==> src/rtl/game_types_pkg.sv <==
// Shared game types: operation codes, PS/2 scancode constants and the
// make-code lookup helpers used by the keyboard front end.
package game_types_pkg;

  typedef enum logic [2:0] {
    OP_W     = 3'b000,
    OP_A     = 3'b001,
    OP_S     = 3'b010,
    OP_D     = 3'b011,
    OP_SPACE = 3'b100,
    OP_Z     = 3'b101,
    OP_NONE  = 3'b110
  } op_e;

  localparam logic [7:0] SC_W      = 8'h1D;
  localparam logic [7:0] SC_A      = 8'h1C;
  localparam logic [7:0] SC_S      = 8'h1B;
  localparam logic [7:0] SC_D      = 8'h23;
  localparam logic [7:0] SC_SPACE  = 8'h29;
  localparam logic [7:0] SC_Z      = 8'h1A;
  localparam logic [7:0] SC_BREAK  = 8'hF0;
  localparam logic [7:0] SC_EXT    = 8'hE0;
  localparam logic [7:0] SC_UP     = 8'h75;
  localparam logic [7:0] SC_LEFT   = 8'h6B;
  localparam logic [7:0] SC_DOWN   = 8'h72;
  localparam logic [7:0] SC_RIGHT  = 8'h74;

  typedef struct packed {
    logic hit;
    op_e  op;
  } op_lookup_t;

  function automatic op_lookup_t map_main(input logic [7:0] sc);
    op_lookup_t r;
    r = '{hit: 1'b1, op: OP_NONE};
    case (sc)
      SC_W:     r.op = OP_W;
      SC_A:     r.op = OP_A;
      SC_S:     r.op = OP_S;
      SC_D:     r.op = OP_D;
      SC_SPACE: r.op = OP_SPACE;
      SC_Z:     r.op = OP_Z;
      default:  r.hit = 1'b0;
    endcase
    return r;
  endfunction

  function automatic op_lookup_t map_arrow(input logic [7:0] sc);
    op_lookup_t r;
    r = '{hit: 1'b1, op: OP_NONE};
    case (sc)
      SC_UP:    r.op = OP_W;
      SC_LEFT:  r.op = OP_A;
      SC_DOWN:  r.op = OP_S;
      SC_RIGHT: r.op = OP_D;
      default:  r.hit = 1'b0;
    endcase
    return r;
  endfunction

endpackage

==> src/rtl/ps2_rx.sv <==
// PS/2 receiver: input synchronisers, falling-edge detect, 11-bit frame
// shifter with start/parity/stop check, and partial-frame timeout.
module ps2_rx #(
  parameter int unsigned TIMEOUT_CYCLES = 20000,
  parameter int unsigned SYNC_STAGES    = 2
) (
  input  logic       clock,
  input  logic       reset,
  input  logic       ps2_clock,
  input  logic       ps2_data,
  output logic [7:0] rx_byte,
  output logic       byte_valid,
  output logic       frame_error,
  output logic       check_error
);

  localparam int unsigned CNT_W = $clog2(TIMEOUT_CYCLES + 1);

  logic [SYNC_STAGES-1:0] clk_sync_q, clk_sync_d;
  logic [SYNC_STAGES-1:0] dat_sync_q, dat_sync_d;
  logic                   clk_prev_q, clk_prev_d;
  logic [10:0]            shift_q, shift_d;
  logic [3:0]             bit_cnt_q, bit_cnt_d;
  logic [CNT_W-1:0]       idle_cnt_q, idle_cnt_d;
  logic [7:0]             byte_q, byte_d;
  logic                   byte_valid_q, byte_valid_d;
  logic                   frame_error_q, frame_error_d;
  logic                   check_error_q, check_error_d;
  logic                   fall;
  logic [10:0]            frame;

  // Next-state: synchronise, detect falling edge, shift bits, check frame, time out.
  always_comb begin
    clk_sync_d    = {clk_sync_q[SYNC_STAGES-2:0], ps2_clock};
    dat_sync_d    = {dat_sync_q[SYNC_STAGES-2:0], ps2_data};
    clk_prev_d    = clk_sync_q[SYNC_STAGES-1];
    shift_d       = shift_q;
    bit_cnt_d     = bit_cnt_q;
    idle_cnt_d    = idle_cnt_q;
    byte_d        = byte_q;
    byte_valid_d  = 1'b0;
    frame_error_d = 1'b0;
    check_error_d = 1'b0;
    fall  = clk_prev_q & ~clk_sync_q[SYNC_STAGES-1];
    // Bits arrive LSB first, so after 11 shifts bit 0 is start and bit 10 stop.
    frame = {dat_sync_q[SYNC_STAGES-1], shift_q[10:1]};
    if (fall) begin
      idle_cnt_d = '0;
      shift_d    = frame;
      if (bit_cnt_q == 4'd10) begin
        bit_cnt_d = '0;
        if (!frame[0] && frame[10] && (^frame[9:1])) begin
          byte_valid_d = 1'b1;
          byte_d       = frame[8:1];
        end else begin
          frame_error_d = 1'b1;
          check_error_d = 1'b1;
        end
      end else begin
        bit_cnt_d = bit_cnt_q + 4'd1;
      end
    end else begin
      if (idle_cnt_q != CNT_W'(TIMEOUT_CYCLES))
        idle_cnt_d = idle_cnt_q + CNT_W'(1);
      if ((idle_cnt_q == CNT_W'(TIMEOUT_CYCLES)) && (bit_cnt_q != '0)) begin
        bit_cnt_d     = '0;
        frame_error_d = 1'b1;
      end
    end
  end

  // State registers; PS/2 lines idle high.
  always_ff @(posedge clock) begin
    if (reset) begin
      clk_sync_q    <= '1;
      dat_sync_q    <= '1;
      clk_prev_q    <= 1'b1;
      shift_q       <= '0;
      bit_cnt_q     <= '0;
      idle_cnt_q    <= '0;
      byte_q        <= '0;
      byte_valid_q  <= 1'b0;
      frame_error_q <= 1'b0;
      check_error_q <= 1'b0;
    end else begin
      clk_sync_q    <= clk_sync_d;
      dat_sync_q    <= dat_sync_d;
      clk_prev_q    <= clk_prev_d;
      shift_q       <= shift_d;
      bit_cnt_q     <= bit_cnt_d;
      idle_cnt_q    <= idle_cnt_d;
      byte_q        <= byte_d;
      byte_valid_q  <= byte_valid_d;
      frame_error_q <= frame_error_d;
      check_error_q <= check_error_d;
    end
  end

  assign rx_byte     = byte_q;
  assign byte_valid  = byte_valid_q;
  assign frame_error = frame_error_q;
  assign check_error = check_error_q;

endmodule

==> src/rtl/keyboard_decoder.sv <==
// Keyboard decoder: PS/2 receive, break/extended prefix filter, scancode
// lookup and ready/read-fin handshake with a one-entry pending slot.
// Optional macro KEYBOARD_ARROW_KEYS_EN maps E0-prefixed arrow keys.
module keyboard_decoder
  import game_types_pkg::*;
#(
  parameter int unsigned TIMEOUT_CYCLES = 20000,
  parameter int unsigned SYNC_STAGES    = 2
) (
  input  logic       clock,
  input  logic       reset,
  input  logic       ps2_clock,
  input  logic       ps2_data,
  input  logic       keyboard_read_fin,
  output logic       keyboard_ready,
  output logic [2:0] keyboard_data,
  output logic       frame_error
);

  typedef enum logic [1:0] {HS_IDLE, HS_PRESENT, HS_WAIT_ACK_LOW} hs_e;

  logic [7:0] rx_byte;
  logic       byte_valid;
  logic       check_error;

  ps2_rx #(
    .TIMEOUT_CYCLES(TIMEOUT_CYCLES),
    .SYNC_STAGES   (SYNC_STAGES)
  ) u_rx (
    .clock      (clock),
    .reset      (reset),
    .ps2_clock  (ps2_clock),
    .ps2_data   (ps2_data),
    .rx_byte    (rx_byte),
    .byte_valid (byte_valid),
    .frame_error(frame_error),
    .check_error(check_error)
  );

  logic       break_q, break_d;
  logic       ext_q, ext_d;
  logic       code_valid_q, code_valid_d;
  op_e        code_q, code_d;
  op_lookup_t lk;

  // Prefix filter and lookup: produces at most one decoded code per byte.
  always_comb begin
    break_d      = break_q;
    ext_d        = ext_q;
    code_valid_d = 1'b0;
    code_d       = OP_NONE;
    lk           = '{hit: 1'b0, op: OP_NONE};
    if (check_error) begin
      break_d = 1'b0;
      ext_d   = 1'b0;
    end else if (byte_valid) begin
      if (rx_byte == SC_BREAK) begin
        break_d = 1'b1;
      end else if (rx_byte == SC_EXT) begin
        ext_d = 1'b1;
      end else begin
        break_d = 1'b0;
        ext_d   = 1'b0;
        if (!break_q) begin
          if (ext_q) begin
`ifdef KEYBOARD_ARROW_KEYS_EN
            lk = map_arrow(rx_byte);
`else
            lk = '{hit: 1'b0, op: OP_NONE};
`endif
          end else begin
            lk = map_main(rx_byte);
          end
          code_valid_d = lk.hit;
          code_d       = lk.op;
        end
      end
    end
  end

  // Filter flags and the decoded-code stage.
  always_ff @(posedge clock) begin
    if (reset) begin
      break_q      <= 1'b0;
      ext_q        <= 1'b0;
      code_valid_q <= 1'b0;
      code_q       <= OP_NONE;
    end else begin
      break_q      <= break_d;
      ext_q        <= ext_d;
      code_valid_q <= code_valid_d;
      code_q       <= code_d;
    end
  end

  hs_e state_q;
  logic ready_q;
  op_e  data_q;
  logic pend_valid_q;
  op_e  pend_q;

  // Handshake FSM: present, wait for read_fin, then wait for read_fin low.
  always_ff @(posedge clock) begin
    if (reset) begin
      state_q      <= HS_IDLE;
      ready_q      <= 1'b0;
      data_q       <= OP_NONE;
      pend_valid_q <= 1'b0;
      pend_q       <= OP_NONE;
    end else begin
      case (state_q)
        HS_IDLE: begin
          if (code_valid_q) begin
            if (keyboard_read_fin) begin
              pend_valid_q <= 1'b1;
              pend_q       <= code_q;
              state_q      <= HS_WAIT_ACK_LOW;
            end else begin
              ready_q <= 1'b1;
              data_q  <= code_q;
              state_q <= HS_PRESENT;
            end
          end
        end
        HS_PRESENT: begin
          if (keyboard_read_fin) begin
            ready_q <= 1'b0;
            data_q  <= OP_NONE;
            state_q <= HS_WAIT_ACK_LOW;
            if (code_valid_q) begin
              pend_valid_q <= 1'b1;
              pend_q       <= code_q;
            end
          end else if (code_valid_q) begin
            data_q <= code_q;
          end
        end
        HS_WAIT_ACK_LOW: begin
          // Leaving with a code skips IDLE so ready rises right after read_fin drops.
          if (!keyboard_read_fin) begin
            if (code_valid_q || pend_valid_q) begin
              ready_q      <= 1'b1;
              data_q       <= code_valid_q ? code_q : pend_q;
              pend_valid_q <= 1'b0;
              pend_q       <= OP_NONE;
              state_q      <= HS_PRESENT;
            end else begin
              state_q <= HS_IDLE;
            end
          end else if (code_valid_q) begin
            pend_valid_q <= 1'b1;
            pend_q       <= code_q;
          end
        end
        default: state_q <= HS_IDLE;
      endcase
    end
  end

  assign keyboard_ready = ready_q;
  assign keyboard_data  = data_q;

endmodule
==> config.mk <==
export PLATFORM = sky130hd
export DESIGN_NAME = keyboard_decoder
export DESIGN_NICKNAME = d
export VERILOG_FILES = /design/src/rtl/game_types_pkg.sv /design/src/rtl/ps2_rx.sv /design/src/rtl/keyboard_decoder.sv
export SDC_FILE = /design/constraint.sdc
export NUM_CORES = 1
export LEC_CHECK = 0
export ABC_CLOCK_PERIOD_IN_PS = 3100
export CAP_MARGIN = 5
export CORE_UTILIZATION = 65
export CTS_BUF_LIST = sky130_fd_sc_hd__clkbuf_8 sky130_fd_sc_hd__clkbuf_16
export DETAILED_ROUTE_END_ITERATION = 7
export DONT_BUFFER_PORTS = 1
export MAX_ROUTING_LAYER = met4
export PLACE_DENSITY_LB_ADDON = 0.2
export RECOVER_POWER = 50
export SYNTH_ARGS = -nofsm -noshare
export SYNTH_HDL_FRONTEND = slang
export SYNTH_HIERARCHICAL = 1
export SYNTH_SLANG_ARGS = --single-unit
==> constraint.sdc <==
create_clock -name clock -period 3.1 [get_ports clock]
set_input_delay 0.62 -clock clock [delete_from_list [all_inputs] [get_ports clock]]
set_output_delay 0.62 -clock clock [all_outputs]
set_load 0.005 [all_outputs]
==> summary.txt <==
Placed design
  – Dpl cell area: 3124 sq um
  – Cells after DPL: 395
  – HPWL after DPL: 3.972 mm
  – Number of port buffers: 0
  – Final RePlAce weighted congestion: 0.8291

Routing
  – Post-DR wirelength/cell: 14.27 microns
  – DRC Markers: 1
  – Top layer in use: met4
  – Met1 wire length: 2.815 mm
  – Final ANT Viol Nets: 0
  – Routed wl met2: 2.736 mm
  – Vias: 2,442
  – Drt pass-1 iters: 6
  – Initial drt markers: 237
  – Final wirelength: 5.865 mm
  – Drt via density: 5.942
  – Metal3 WL: 247 microns

Logic synthesis
  – Post-synthesis sequential area ratio: 39.07%
  – Mapped cell area: 3125 sq um
  – Gate Count Post-Synth: 358
  – Yosys warning total: 6
  – Post-synth top flop: dfxtp_1
  – Post-synthesis register bit count: 61
  – Synthesized net count: 372
  – Synth cell types: 57
  – Share of flip-flops with an asynchronous set or reset: 0%
  – Syn Area/Cell: 8.730 sq um
  – EDFF count, synth: 0

STA
  – Period utilization: 61.89%
  – RSZ-0062 raised after global routing: false
  – Slew Limit Fails: 0
  – Final hold vios: 0
  – Max Clk Rate: 521.2 MHz
  – Relative slew slack: 51.71%
  – Worst-Margin Slew: 0.7143 ns
  – Setup Viol. Count Final: 0
  – Setup TNS Final: 0 ns
  – Max Clock Skew: 0.005438 ns
  – Fin crit period: 1.919 ns

Clocking
  – Htree depth: 3
  – Num CTS Buffers: 9
  – Worst-case clock buffer depth: 2
  – Post-CTS Resized: 0
  – CTS Hold Bufs: 0
  – Clk_lat worst skew: 0.34 ns
  – TritonCTS clock tree: yes
  – Sinks on Clock Net: 61
  – CTS clock-pin slew for the worst setup and hold paths: 0.06 ns
  – Post-CTS setup buffer count: 0
  – Root Buffer: clkbuf_8

Power
  – Pwr Total: 1.721 mW
  – Leakage: 1.172 nW
  – Pwr per Cell Area: 517.0 nW/um^2
  – Peak VDD IR: 452.1 uV

Layout
  – Fill cells: 340
  – Commonest non-fill, non-tap cell in the layout: dfxtp_1
  – Diode count: 0
  – Most frequent cells in the layout: dfxtp_1, nand2_1, a21oi_1, nor2_1, o21ai_0
  – Final Core Density: 74.38%
  – Area Growth Syn to Fin: 6.485%
  – Final instance area: 3328 sq um
  – Fin nets: 368
  – Layout Cells excl Fill: 411
  – Share of cells above drive strength 1: 8.357%

Global route
  – Largest net degree at the start of global routing: 51
  – GRT Util Overall: 26.12%
  – Initial antenna violation count: 0
  – Vias in the first global route: 2,284
  – Total grt overflow: 0
  – First-pass GRT wire length: 10.10 mm

Critical path
  – CP startpoint: u_rx/clk_sync_q[1]
  – FF-to-FF path depth: 4
  – Reg-to-Reg Start: u_rx/clk_sync_q[1]
  – Setup CP Type: reg -> reg
  – Data required, critical path: 3.35 ns
  – CP Launch Type: register
  – Crit path DAT: 2.17 ns
  – CP endpoint: u_rx/frame_error
  – R2R Path End: u_rx/frame_error
  – CP Capture Type: register
  – Reg2Reg Setup Slack: 1.18 ns
  – CP max FO: 17

Die
  – DIE HEIGHT: 71.35 microns
  – Initial Utilization: 69.85%
  – Die area: 5090 sq um
  – Row count: 24
  – I/O Pins: 10
  – Die Wd: 71.35 microns
  – Core Area: 4474 sq um

Run status
  – Failing checks: design-rule violations
  – Run status: finished, violations left

Hold path
  – Min-delay worst type: in -> reg

Job
  – Max Cap Viol: 0
==> final cells by class <==
cell class	instances	area, sq um	share of cell area, %
inverter	12	47.55	1.429
clock buffer	12	165.2	4.962
sequential	61	1221	36.69
timing repair buffer	1	7.507	0.2256
clock inverter	4	46.29	1.391
tap	52	65.06	1.955
multi-input combinational	269	1775	53.35
==> flip-flops by register name (all words and copies together), names as in the netlist, 2 cells and up <==
register,cells
pend_q,3
u_rx/dat_sync_q,2
u_rx/idle_cnt_q,15
u_rx/rx_byte,8
u_rx/bit_cnt_q,4
u_rx/shift_q,10
u_rx/clk_sync_q,2
keyboard_data,3
state_q,2
code_q,3
==> layer usage <==
layer  GRT usage (%)  vias up
li1                -     1257
met1           32.23     1131
met2           40.74       46
met3           7.876        8
met4           9.111        0
met5               -        -
==> stage by stage <==
stage	hold WS [ns]	setup WS (ns)
4_1_cts	0.3263	1.187
3_3_place_gp	0.3835	1.275
2_1_floorplan	0.3832	1.402
5_1_grt	0.3277	1.010
3_5_place_dp	0.3925	1.184
6_report	0.3514	1.181
==> where the power goes <==
group | total [mW] | leakage (nW) | internal [mW] | switching (mW)
Sequential | 0.829 | 0.494 | 0.808 | 0.0217
Clock | 0.723 | 0.110 | 0.432 | 0.291
Combinational | 0.168 | 0.569 | 0.0696 | 0.0983
Total | 1.72 | 1.17 | 1.31 | 0.411
==> critical path, cell delays in order (launching register included) <==
cell	delay [ns]
dfxtp_1	0.33
nand2b_1	0.50
nand2b_1	0.48
or3_1	0.45
o31ai_1	0.07
==> cells in the mapped netlist, types with 2 or more instances <==
master	instances	share of area, %
dfxtp_1	61	39
nand2_1	35	4.2
a21oi_1	32	5.1
nor2_1	25	3.0
o21ai_0	16	2.6
mux2i_1	13	4.2
clkbuf_1	12	1.4
inv_1	11	1.3
ha_1	9	3.6
nand3_1	9	1.4
nand4_1	9	1.8
xor2_1	9	2.5
nand2b_1	7	1.4
nor2b_1	7	1.4
or2b_2	7	2.0
a31oi_1	5	1.0
and3_1	5	1.0
nand3b_1	5	1.2
o211ai_1	5	1.2
or2b_1	5	1.2
or3_1	5	1.0
and3b_1	4	1.1
nor3_1	4	0.64
nor3b_1	4	0.96
nor4b_1	4	1.1
o21ai_1	4	0.64
or2_1	4	0.80
xnor2_1	4	1.1
a211oi_1	3	0.72
o21a_1	3	0.72
a22oi_1	2	0.48
and4_1	2	0.56
o21ba_2	2	0.64
o21bai_1	2	0.48
o41ai_1	2	0.56
==> logic make-up (layout without fill, tap and decap cells) <==
group                      Yosys count  count (layout)  share of synthesized area, %
AOI/OAI and AO/OA                   84              84                         16.41
xor gates and xnor gates            16              16                         5.924
adders and majority gates            9               9                         3.603
buffers and inverters               28              29                         3.883
DFF                                 61              61                         39.07
muxes                               14              14                         4.884
and+or+nand+nor                    146             146                         26.22
==> worst min-delay path by stage <==
stage | start | to | slack, ns | cells after the start
floorplan | u_rx/clk_sync_q[0] | u_rx/clk_sync_q[1] | 0.38 | 1
global placement | u_rx/dat_sync_q[0] | u_rx/dat_sync_q[1] | 0.38 | 1
detailed placement | u_rx/dat_sync_q[0] | u_rx/dat_sync_q[1] | 0.39 | 1
CTS | reset | state_q[0] | 0.33 | 1
global route | reset | state_q[0] | 0.33 | 1
finish | reset | u_rx/byte_valid | 0.35 | 1
Power figures use the tool's default switching activity.
